### src/rtl/matrix_pkg.sv
`default_nettype none
// ============================================================================
// Module   : matrix_pkg
// Desc     : Shared defaults, state encoding and helpers for matrix_sender.
//            State CKSUM exists only with MATRIX_SENDER_CHECKSUM_EN defined.
// Revision : 1.0
// ============================================================================
package matrix_pkg;

   localparam int DEFAULT_MAX_ELEMENT_SIZE = 8;
   localparam int DEFAULT_MAX_SIZE         = 32;
   localparam int DIBITS_PER_ELEMENT       = DEFAULT_MAX_ELEMENT_SIZE / 2;

   typedef enum logic [2:0] {
      IDLE   = 3'd0,
      PRIME  = 3'd1,
      SEND   = 3'd2,
`ifdef MATRIX_SENDER_CHECKSUM_EN
      CKSUM  = 3'd3,
`endif
      FINISH = 3'd4
   } sender_state_t;

   // Keeps counters at least one bit wide when a limit collapses to 1.
   function automatic int clog2_min1(input int v);
      return (v > 1) ? $clog2(v) : 1;
   endfunction

endpackage
`default_nettype wire

### src/rtl/row_serializer.sv
`default_nettype none
// ============================================================================
// Module   : row_serializer
// Desc     : Row shift/shadow registers with dibit and element counters.
// Revision : 1.0
// ============================================================================
module row_serializer
   import matrix_pkg::*;
#(
   parameter int ELEM_W = DEFAULT_MAX_ELEMENT_SIZE,
   parameter int ELEMS  = DEFAULT_MAX_SIZE
) (
   input  logic                    clk_i,
   input  logic                    rst_i,
   input  logic                    load_i,
   input  logic                    shadow_i,
   input  logic                    adv_i,
   input  logic [ELEM_W*ELEMS-1:0] data_i,
   output logic [1:0]              dibit_o,
   output logic                    row_start_o,
   output logic                    row_end_o
);

   localparam int RW  = ELEM_W * ELEMS;
   localparam int DPE = ELEM_W / 2;
   localparam int DW  = clog2_min1(DPE);
   localparam int EW  = clog2_min1(ELEMS);

   logic [RW-1:0] shift_q, shift_d;
   logic [RW-1:0] shadow_q, shadow_d;
   logic [DW-1:0] dib_q, dib_d;
   logic [EW-1:0] elem_q, elem_d;
   logic          w_last_dibit;
   logic          w_last_elem;

   assign w_last_dibit = (dib_q == DW'(DPE - 1));
   assign w_last_elem  = (elem_q == EW'(ELEMS - 1));
   assign row_end_o    = w_last_dibit && w_last_elem;
   assign row_start_o  = (dib_q == '0) && (elem_q == '0);
   assign dibit_o      = shift_q[RW-1 -: 2];

   always_comb begin
      shift_d  = shift_q;
      shadow_d = shadow_q;
      dib_d    = dib_q;
      elem_d   = elem_q;
      if (shadow_i) begin
         shadow_d = data_i;
      end
      if (load_i) begin
         shift_d = data_i;
         dib_d   = '0;
         elem_d  = '0;
      end else if (adv_i) begin
         // Swapping in the shadow row on the last dibit keeps rows back to back.
         if (row_end_o) begin
            shift_d = shadow_q;
            dib_d   = '0;
            elem_d  = '0;
         end else begin
            shift_d = shift_q << 2;
            if (w_last_dibit) begin
               dib_d  = '0;
               elem_d = elem_q + 1'b1;
            end else begin
               dib_d  = dib_q + 1'b1;
            end
         end
      end
   end

   always_ff @(posedge clk_i or posedge rst_i) begin
      if (rst_i) begin
         shift_q  <= '0;
         shadow_q <= '0;
         dib_q    <= '0;
         elem_q   <= '0;
      end else begin
         shift_q  <= shift_d;
         shadow_q <= shadow_d;
         dib_q    <= dib_d;
         elem_q   <= elem_d;
      end
   end

endmodule
`default_nettype wire

### src/rtl/matrix_sender.sv
`default_nettype none
// ============================================================================
// Module   : matrix_sender
// Desc     : Streams a MAX_SIZE x MAX_SIZE matrix as dibits, row by row.
//            MATRIX_SENDER_CHECKSUM_EN appends an XOR checksum element.
// Revision : 1.0
// ============================================================================
module matrix_sender
   import matrix_pkg::*;
#(
   parameter int MAX_ELEMENT_SIZE = DEFAULT_MAX_ELEMENT_SIZE,
   parameter int MAX_SIZE         = DEFAULT_MAX_SIZE,
   parameter int READ_LATENCY     = 2
) (
   input  logic                               eth_refclk,
   input  logic                               rst,
   input  logic                               start,
   output logic                               row_rd_en,
   output logic [$clog2(MAX_SIZE)-1:0]        row_addr,
   input  logic [MAX_SIZE*MAX_ELEMENT_SIZE-1:0] row_data,
   output logic                               axiov,
   output logic [1:0]                         axiod,
   output logic                               busy,
   output logic                               done
);

   localparam int AW = $clog2(MAX_SIZE);

   sender_state_t state_q, state_d;
   logic                    busy_q, busy_d;
   logic                    done_q, done_d;
   logic                    rd_en_q, rd_en_d;
   logic [AW-1:0]           addr_q, addr_d;
   logic [AW-1:0]           row_q, row_d;
   logic [READ_LATENCY-1:0] vld_q;
   logic                    axiov_q, axiov_d;
   logic [1:0]              axiod_q, axiod_d;
   logic                    w_cap;
   logic                    w_ser_load, w_ser_shadow, w_ser_adv;
   logic [1:0]              w_ser_dibit;
   logic                    w_row_start, w_row_end;

   // Capture strobe trails each read pulse by exactly READ_LATENCY cycles.
   assign w_cap = vld_q[READ_LATENCY-1];

   row_serializer #(
      .ELEM_W (MAX_ELEMENT_SIZE),
      .ELEMS  (MAX_SIZE)
   ) u_ser (
      .clk_i       (eth_refclk),
      .rst_i       (rst),
      .load_i      (w_ser_load),
      .shadow_i    (w_ser_shadow),
      .adv_i       (w_ser_adv),
      .data_i      (row_data),
      .dibit_o     (w_ser_dibit),
      .row_start_o (w_row_start),
      .row_end_o   (w_row_end)
   );

`ifdef MATRIX_SENDER_CHECKSUM_EN
   localparam int DPE = MAX_ELEMENT_SIZE / 2;
   localparam int DW  = clog2_min1(DPE);

   logic [MAX_ELEMENT_SIZE-1:0] cks_q, cks_d;
   logic [DW-1:0]               ckcnt_q, ckcnt_d;
   logic [MAX_ELEMENT_SIZE-1:0] w_fold;
   logic [MAX_ELEMENT_SIZE-1:0] w_ck_shift;

   always_comb begin
      w_fold = '0;
      for (int i = 0; i < MAX_SIZE; i++) begin
         w_fold = w_fold ^ row_data[i*MAX_ELEMENT_SIZE +: MAX_ELEMENT_SIZE];
      end
   end

   assign w_ck_shift = cks_q << {ckcnt_q, 1'b0};
`endif

   always_comb begin
      state_d      = state_q;
      busy_d       = busy_q;
      done_d       = 1'b0;
      rd_en_d      = 1'b0;
      addr_d       = addr_q;
      row_d        = row_q;
      axiov_d      = 1'b0;
      axiod_d      = 2'b00;
      w_ser_load   = 1'b0;
      w_ser_shadow = 1'b0;
      w_ser_adv    = 1'b0;
`ifdef MATRIX_SENDER_CHECKSUM_EN
      cks_d        = cks_q;
      ckcnt_d      = ckcnt_q;
      if (w_cap) begin
         cks_d = cks_q ^ w_fold;
      end
`endif
      case (state_q)
         IDLE: begin
            // done_q still high means start arrived alongside done; drop it.
            if (start && !done_q) begin
               state_d = PRIME;
               busy_d  = 1'b1;
               rd_en_d = 1'b1;
               addr_d  = '0;
               row_d   = '0;
`ifdef MATRIX_SENDER_CHECKSUM_EN
               cks_d   = '0;
               ckcnt_d = '0;
`endif
            end
         end
         PRIME: begin
            if (w_cap) begin
               w_ser_load = 1'b1;
               state_d    = SEND;
            end
         end
         SEND: begin
            w_ser_adv    = 1'b1;
            w_ser_shadow = w_cap;
            axiov_d      = 1'b1;
            axiod_d      = w_ser_dibit;
            if (w_row_start && (row_q != AW'(MAX_SIZE - 1))) begin
               rd_en_d = 1'b1;
               addr_d  = row_q + 1'b1;
            end
            if (w_row_end) begin
               if (row_q == AW'(MAX_SIZE - 1)) begin
`ifdef MATRIX_SENDER_CHECKSUM_EN
                  state_d = CKSUM;
`else
                  state_d = FINISH;
`endif
               end else begin
                  row_d = row_q + 1'b1;
               end
            end
         end
`ifdef MATRIX_SENDER_CHECKSUM_EN
         CKSUM: begin
            axiov_d = 1'b1;
            axiod_d = w_ck_shift[MAX_ELEMENT_SIZE-1 -: 2];
            ckcnt_d = ckcnt_q + 1'b1;
            if (ckcnt_q == DW'(DPE - 1)) begin
               state_d = FINISH;
            end
         end
`endif
         FINISH: begin
            done_d  = 1'b1;
            busy_d  = 1'b0;
            state_d = IDLE;
         end
         default: begin
            state_d = IDLE;
         end
      endcase
   end

   always_ff @(posedge eth_refclk or posedge rst) begin
      if (rst) begin
         state_q <= IDLE;
         busy_q  <= 1'b0;
         done_q  <= 1'b0;
         rd_en_q <= 1'b0;
         addr_q  <= '0;
         row_q   <= '0;
         vld_q   <= '0;
         axiov_q <= 1'b0;
         axiod_q <= 2'b00;
`ifdef MATRIX_SENDER_CHECKSUM_EN
         cks_q   <= '0;
         ckcnt_q <= '0;
`endif
      end else begin
         state_q  <= state_d;
         busy_q   <= busy_d;
         done_q   <= done_d;
         rd_en_q  <= rd_en_d;
         addr_q   <= addr_d;
         row_q    <= row_d;
         vld_q[0] <= rd_en_q;
         for (int i = 1; i < READ_LATENCY; i++) begin
            vld_q[i] <= vld_q[i-1];
         end
         axiov_q  <= axiov_d;
         axiod_q  <= axiod_d;
`ifdef MATRIX_SENDER_CHECKSUM_EN
         cks_q    <= cks_d;
         ckcnt_q  <= ckcnt_d;
`endif
      end
   end

   assign row_rd_en = rd_en_q;
   assign row_addr  = addr_q;
   assign axiov     = axiov_q;
   assign axiod     = axiod_q;
   assign busy      = busy_q;
   assign done      = done_q;

endmodule
`default_nettype wire

### config.mk
export PLATFORM = sky130hd
export DESIGN_NAME = matrix_sender
export DESIGN_NICKNAME = d
export VERILOG_FILES = /design/src/rtl/matrix_pkg.sv /design/src/rtl/row_serializer.sv /design/src/rtl/matrix_sender.sv
export SDC_FILE = /design/constraint.sdc
export NUM_CORES = 1
export LEC_CHECK = 0
export BUFFER_PORTS_ARGS = -buffer_cell sky130_fd_sc_hd__buf_2
export CAP_MARGIN = 20
export CORE_ASPECT_RATIO = 1.1
export CORE_MARGIN = 5
export CORE_UTILIZATION = 45
export CTS_CLUSTER_DIAMETER = 60
export CTS_CLUSTER_SIZE = 24
export DETAILED_ROUTE_END_ITERATION = 8
export GPL_ROUTABILITY_DRIVEN = 0
export HOLD_SLACK_MARGIN = 0.05
export PLACE_DENSITY = 0.61
export SLEW_MARGIN = 20
export SYNTH_ARGS = -nofsm -noshare
export SYNTH_HDL_FRONTEND = slang
export SYNTH_SLANG_ARGS = --single-unit
export TNS_END_PERCENT = 30
### constraint.sdc
create_clock -name eth_refclk -period 33.9 [get_ports eth_refclk]
set_input_delay 3.39 -clock eth_refclk [delete_from_list [all_inputs] [get_ports eth_refclk]]
set_output_delay 3.39 -clock eth_refclk [all_outputs]
set_load 0.01 [all_outputs]
==> flow_results.xml <==
<?xml version="1.0" encoding="UTF-8"?>
<metrics>
  <group name="critical_path">
    <metric name="r2r.worst_path.cells" unit="">5</metric>
    <metric name="peak_per_stage_delay_on_the_critical_path" unit="ns">0.88</metric>
    <metric name="crit_type" unit="">in2async</metric>
    <metric name="r2r_setup_slack" unit="ns">29.92</metric>
    <metric name="cp.required" unit="ns">34.48</metric>
    <metric name="critical_path.max_fanout" unit="">120</metric>
    <metric name="timing.critical_path.from_type" unit="">input port</metric>
    <metric name="cp_data_arrival_time" unit="ns">6.67</metric>
    <metric name="critical_path.slowest_cell" unit="">sky130_fd_sc_hd__buf_4</metric>
    <metric name="critical_path.endpoint_type" unit="">async pin</metric>
    <metric name="crit_path_frequent_cell" unit="">sky130_fd_sc_hd__buf_4</metric>
    <metric name="worst_r2r_startpoint" unit="">state_q[0]</metric>
    <metric name="worstReg2RegEnd" unit="">u_ser.shadow_q[246]</metric>
    <metric name="crit_path_cell_trace" unit="">buf_2 -&gt; inv_8 -&gt; buf_4 -&gt; buf_6 -&gt; buf_4</metric>
  </group>
  <group name="synth">
    <metric name="netlist_area" unit="um2">24000</metric>
    <metric name="ys_ff_latch" unit="">540</metric>
    <metric name="postSynthNetCount" unit="">2353</metric>
    <metric name="avgSynthCellArea" unit="um2">11.5</metric>
    <metric name="synthFlopType" unit="">sky130_fd_sc_hd__dfrtp_1</metric>
    <metric name="yosysSeqAreaShare" unit="%">56.2</metric>
    <metric name="syn-instance-count" unit="">2087</metric>
    <metric name="yosysUniqueCellTypes" unit="">36</metric>
    <metric name="number_of_enable_flip_flop_cells_after_synthesis" unit="">0</metric>
    <metric name="ys.warnings.count" unit="">0</metric>
    <metric name="async_set_or_reset_flop_fraction_in_the_synthesized_netlist" unit="%">100</metric>
  </group>
  <group name="floorplan">
    <metric name="fp-row-count" unit="">88</metric>
    <metric name="core-area" unit="um2">52600</metric>
    <metric name="initial_core_util" unit="%">45.7</metric>
    <metric name="die_ar" unit="um2">58200</metric>
    <metric name="dieHeight" unit="um">252</metric>
    <metric name="floorplan.die.width" unit="um">230</metric>
    <metric name="ioPinCount" unit="">270</metric>
  </group>
  <group name="pwr">
    <metric name="cellLeakagePower" unit="nW">12.5</metric>
    <metric name="worst_ir_drop_vdd" unit="mV">0.0428</metric>
    <metric name="power_density" unit="nW/um2">48.2</metric>
  </group>
  <group name="timing">
    <metric name="totalNegativeSetupSlack" unit="ns">0</metric>
    <metric name="pins_over_slew_limit" unit="">0</metric>
    <metric name="slew_headroom" unit="%">26.4</metric>
    <metric name="hold_viol" unit="">0</metric>
    <metric name="fmax" unit="MHz">164</metric>
    <metric name="timing.final.setup_violations" unit="">0</metric>
    <metric name="period_share" unit="%">18.0</metric>
    <metric name="timing.clock.skew" unit="ns">0.0209</metric>
    <metric name="setup_slack" unit="ns">27.81</metric>
    <metric name="grt_setup_unrepaired" unit="">no</metric>
    <metric name="worst_slew_pin_slew" unit="ns">1.10</metric>
    <metric name="period_needed" unit="ns">6.09</metric>
  </group>
  <group name="clock_tree">
    <metric name="cts-buffers-inserted" unit="">43</metric>
    <metric name="ctsLongestPathBuffers" unit="">3</metric>
    <metric name="clock-root-buffer" unit="">sky130_fd_sc_hd__clkbuf_16</metric>
    <metric name="cts_repair_resize_count" unit="">0</metric>
    <metric name="clock_slew_at_reported_path_ffs" unit="ns">0.08</metric>
    <metric name="numClockSinks" unit="">540</metric>
    <metric name="cts_hold_buf" unit="">0</metric>
    <metric name="cts.repair_timing.setup_buffer_count" unit="">0</metric>
    <metric name="worst_skew_pair.late_latency" unit="ns">0.58</metric>
    <metric name="htreeDepth" unit="">2</metric>
    <metric name="tritoncts" unit="">yes</metric>
  </group>
  <group name="run">
    <metric name="timing.max_cap.violations" unit="">0</metric>
  </group>
  <group name="drt">
    <metric name="final_antenna_net_count" unit="">0</metric>
    <metric name="routedWlPerCell" unit="um">20.8</metric>
    <metric name="drt_pre_antenna_iters" unit="">5</metric>
    <metric name="dr.max_layer_used" unit="">met5</metric>
    <metric name="detail_route.iter0.violations" unit="">1286</metric>
    <metric name="met1Wirelength" unit="mm">27.5</metric>
    <metric name="vias_per_cell" unit="">5.83</metric>
    <metric name="met3_length" unit="mm">3.94</metric>
    <metric name="met2RoutedLength" unit="mm">29.3</metric>
    <metric name="detail_route.drc_violations" unit="">0</metric>
    <metric name="via_count" unit="">17309</metric>
    <metric name="wl" unit="mm">61.8</metric>
  </group>
  <group name="placement">
    <metric name="place_hpwl" unit="mm">35.8</metric>
    <metric name="pre_cts_slack" unit="ns">26.76</metric>
    <metric name="io_buffers" unit="">269</metric>
  </group>
  <group name="final_layout">
    <metric name="layout.core_utilization" unit="%">51.3</metric>
    <metric name="layout-area-overhead-vs-synth" unit="%">12.4</metric>
    <metric name="design.final.nets" unit="">2515</metric>
    <metric name="most_common_cell_after_layout_fill_and_taps_aside" unit="">sky130_fd_sc_hd__dfrtp_1</metric>
    <metric name="drive_above_1_share" unit="%">30.3</metric>
    <metric name="most-common-layout-cells" unit="">sky130_fd_sc_hd__dfrtp_1, sky130_fd_sc_hd__nand2_1, sky130_fd_sc_hd__buf_2, sky130_fd_sc_hd__nand3_1, sky130_fd_sc_hd__o221a_2</metric>
  </group>
  <group name="global_routing">
    <metric name="antenna_found_initial" unit="">20</metric>
    <metric name="grt_pass1_wl" unit="mm">99.8</metric>
    <metric name="grt_pass1_vias" unit="">17938</metric>
    <metric name="gr-total-overflow" unit="">0</metric>
    <metric name="track_usage" unit="%">20.8</metric>
    <metric name="grt_start_max_net_pins" unit="">121</metric>
  </group>
  <group name="worst_hold_path">
    <metric name="hold_path_class" unit="">reg2reg</metric>
    <metric name="hold_end" unit="">vld_q[1]</metric>
    <metric name="min-delay-start" unit="">vld_q[0]</metric>
    <metric name="whs_path_depth" unit="">0</metric>
  </group>
  <group name="run_status">
    <metric name="run_status" unit="">finished clean</metric>
  </group>
</metrics>
metal layers:
layer,global-route usage (%),up-vias
met2,34.3,389
met3,4.99,87
met5,0,-
met1,28.6,8920
met4,3.74,20
li1,-,7893
registers in the layout, indices dropped and copies added (netlist names):
signal	cells
vld_q	2
u_ser.shadow_q	256
busy	1
u_ser.dib_q	2
u_ser.elem_q	5
row_rd_en	1
row_q	5
state_q	3
done	1
u_ser.shift_q	256
row_addr	5
axiov	1
axiod	2
cell usage after synthesis (3+ instances only):
cell	instances	area share, %
sky130_fd_sc_hd__nand2_1	523	8.2
sky130_fd_sc_hd__ha_1	7	0.36
sky130_fd_sc_hd__buf_2	51	1.1
sky130_fd_sc_hd__nor3_1	3	0.062
sky130_fd_sc_hd__a31oi_1	4	0.10
sky130_fd_sc_hd__a21oi_1	6	0.12
sky130_fd_sc_hd__and3_1	3	0.078
sky130_fd_sc_hd__o21ai_0	8	0.17
sky130_fd_sc_hd__dfrtp_1	540	56
sky130_fd_sc_hd__o221a_2	254	12
sky130_fd_sc_hd__and2_1	4	0.10
sky130_fd_sc_hd__buf_1	4	0.062
sky130_fd_sc_hd__clkbuf_1	80	1.2
sky130_fd_sc_hd__mux2_2	56	2.6
sky130_fd_sc_hd__nor2_1	9	0.14
sky130_fd_sc_hd__nand3_1	267	5.6
sky130_fd_sc_hd__mux2_1	200	9.4
sky130_fd_sc_hd__buf_6	39	1.8
sky130_fd_sc_hd__inv_1	9	0.14
power breakdown:
part | total [mW] | switching (mW) | leakage [nW] | internal, mW
logic | 0.0680 | 0.0343 | 5.28 | 0.0337
registers | 0.682 | 0.0133 | 6.50 | 0.669
clock network | 0.551 | 0.274 | 0.746 | 0.277
total | 1.30 | 0.321 | 12.5 | 0.980
critical path: cells and delay by family:
family | cells | cell delay (ns)
buffers and inverters | 5 | 3.06
kinds of logic (layout without fill, tap and decap cells):
group	after synthesis	in the layout	share of synthesized area [%]
xor+xnor	2	2	0.0729
buf+inv	185	381	4.39
flops	540	540	56.2
fa+ha+maj	7	7	0.364
mux	256	256	12.0
other cells	0	10	0
simple gates	821	821	14.5
compound gates	276	276	12.4
metrics by stage:
step                std cells  hold slack, ns  area, um2  power (mW)
floorplan                2087           0.331      24000       0.731
CTS                      2958           0.356      27000        1.32
finish                   2968           0.354      27000        1.30
detailed placement       2879           0.346      25400       0.764
global placement         2879           0.337      25400       0.760
global route             2960           0.364      27000        1.35
how the worst max path moves through the flow:
stage          from                  end  slack (ns)  depth (start not counted)
2_1_floorplan   rst             axiod[0]       15.42                          1
3_3_place_gp    rst  u_ser.shadow_q[161]       26.87                          5
3_5_place_dp    rst  u_ser.shadow_q[161]       26.76                          5
4_1_cts         rst  u_ser.shadow_q[161]       27.40                          5
5_1_grt         rst  u_ser.shadow_q[163]       27.23                          5
6_report        rst  u_ser.shadow_q[161]       27.81                          5
cell type report:
type | count | area [um2]
Timing Repair Buffer | 292 | 1520
Inverter | 10 | 52.6
Tap cell | 675 | 845
Multi-Input combinational cell | 1362 | 9510
Clock inverter | 32 | 407
Sequential cell | 540 | 13500
Antenna cell | 10 | 25.0
Clock buffer | 47 | 1140
Fill cell | 4686 | 25600
(Power assumes the default switching activity.)
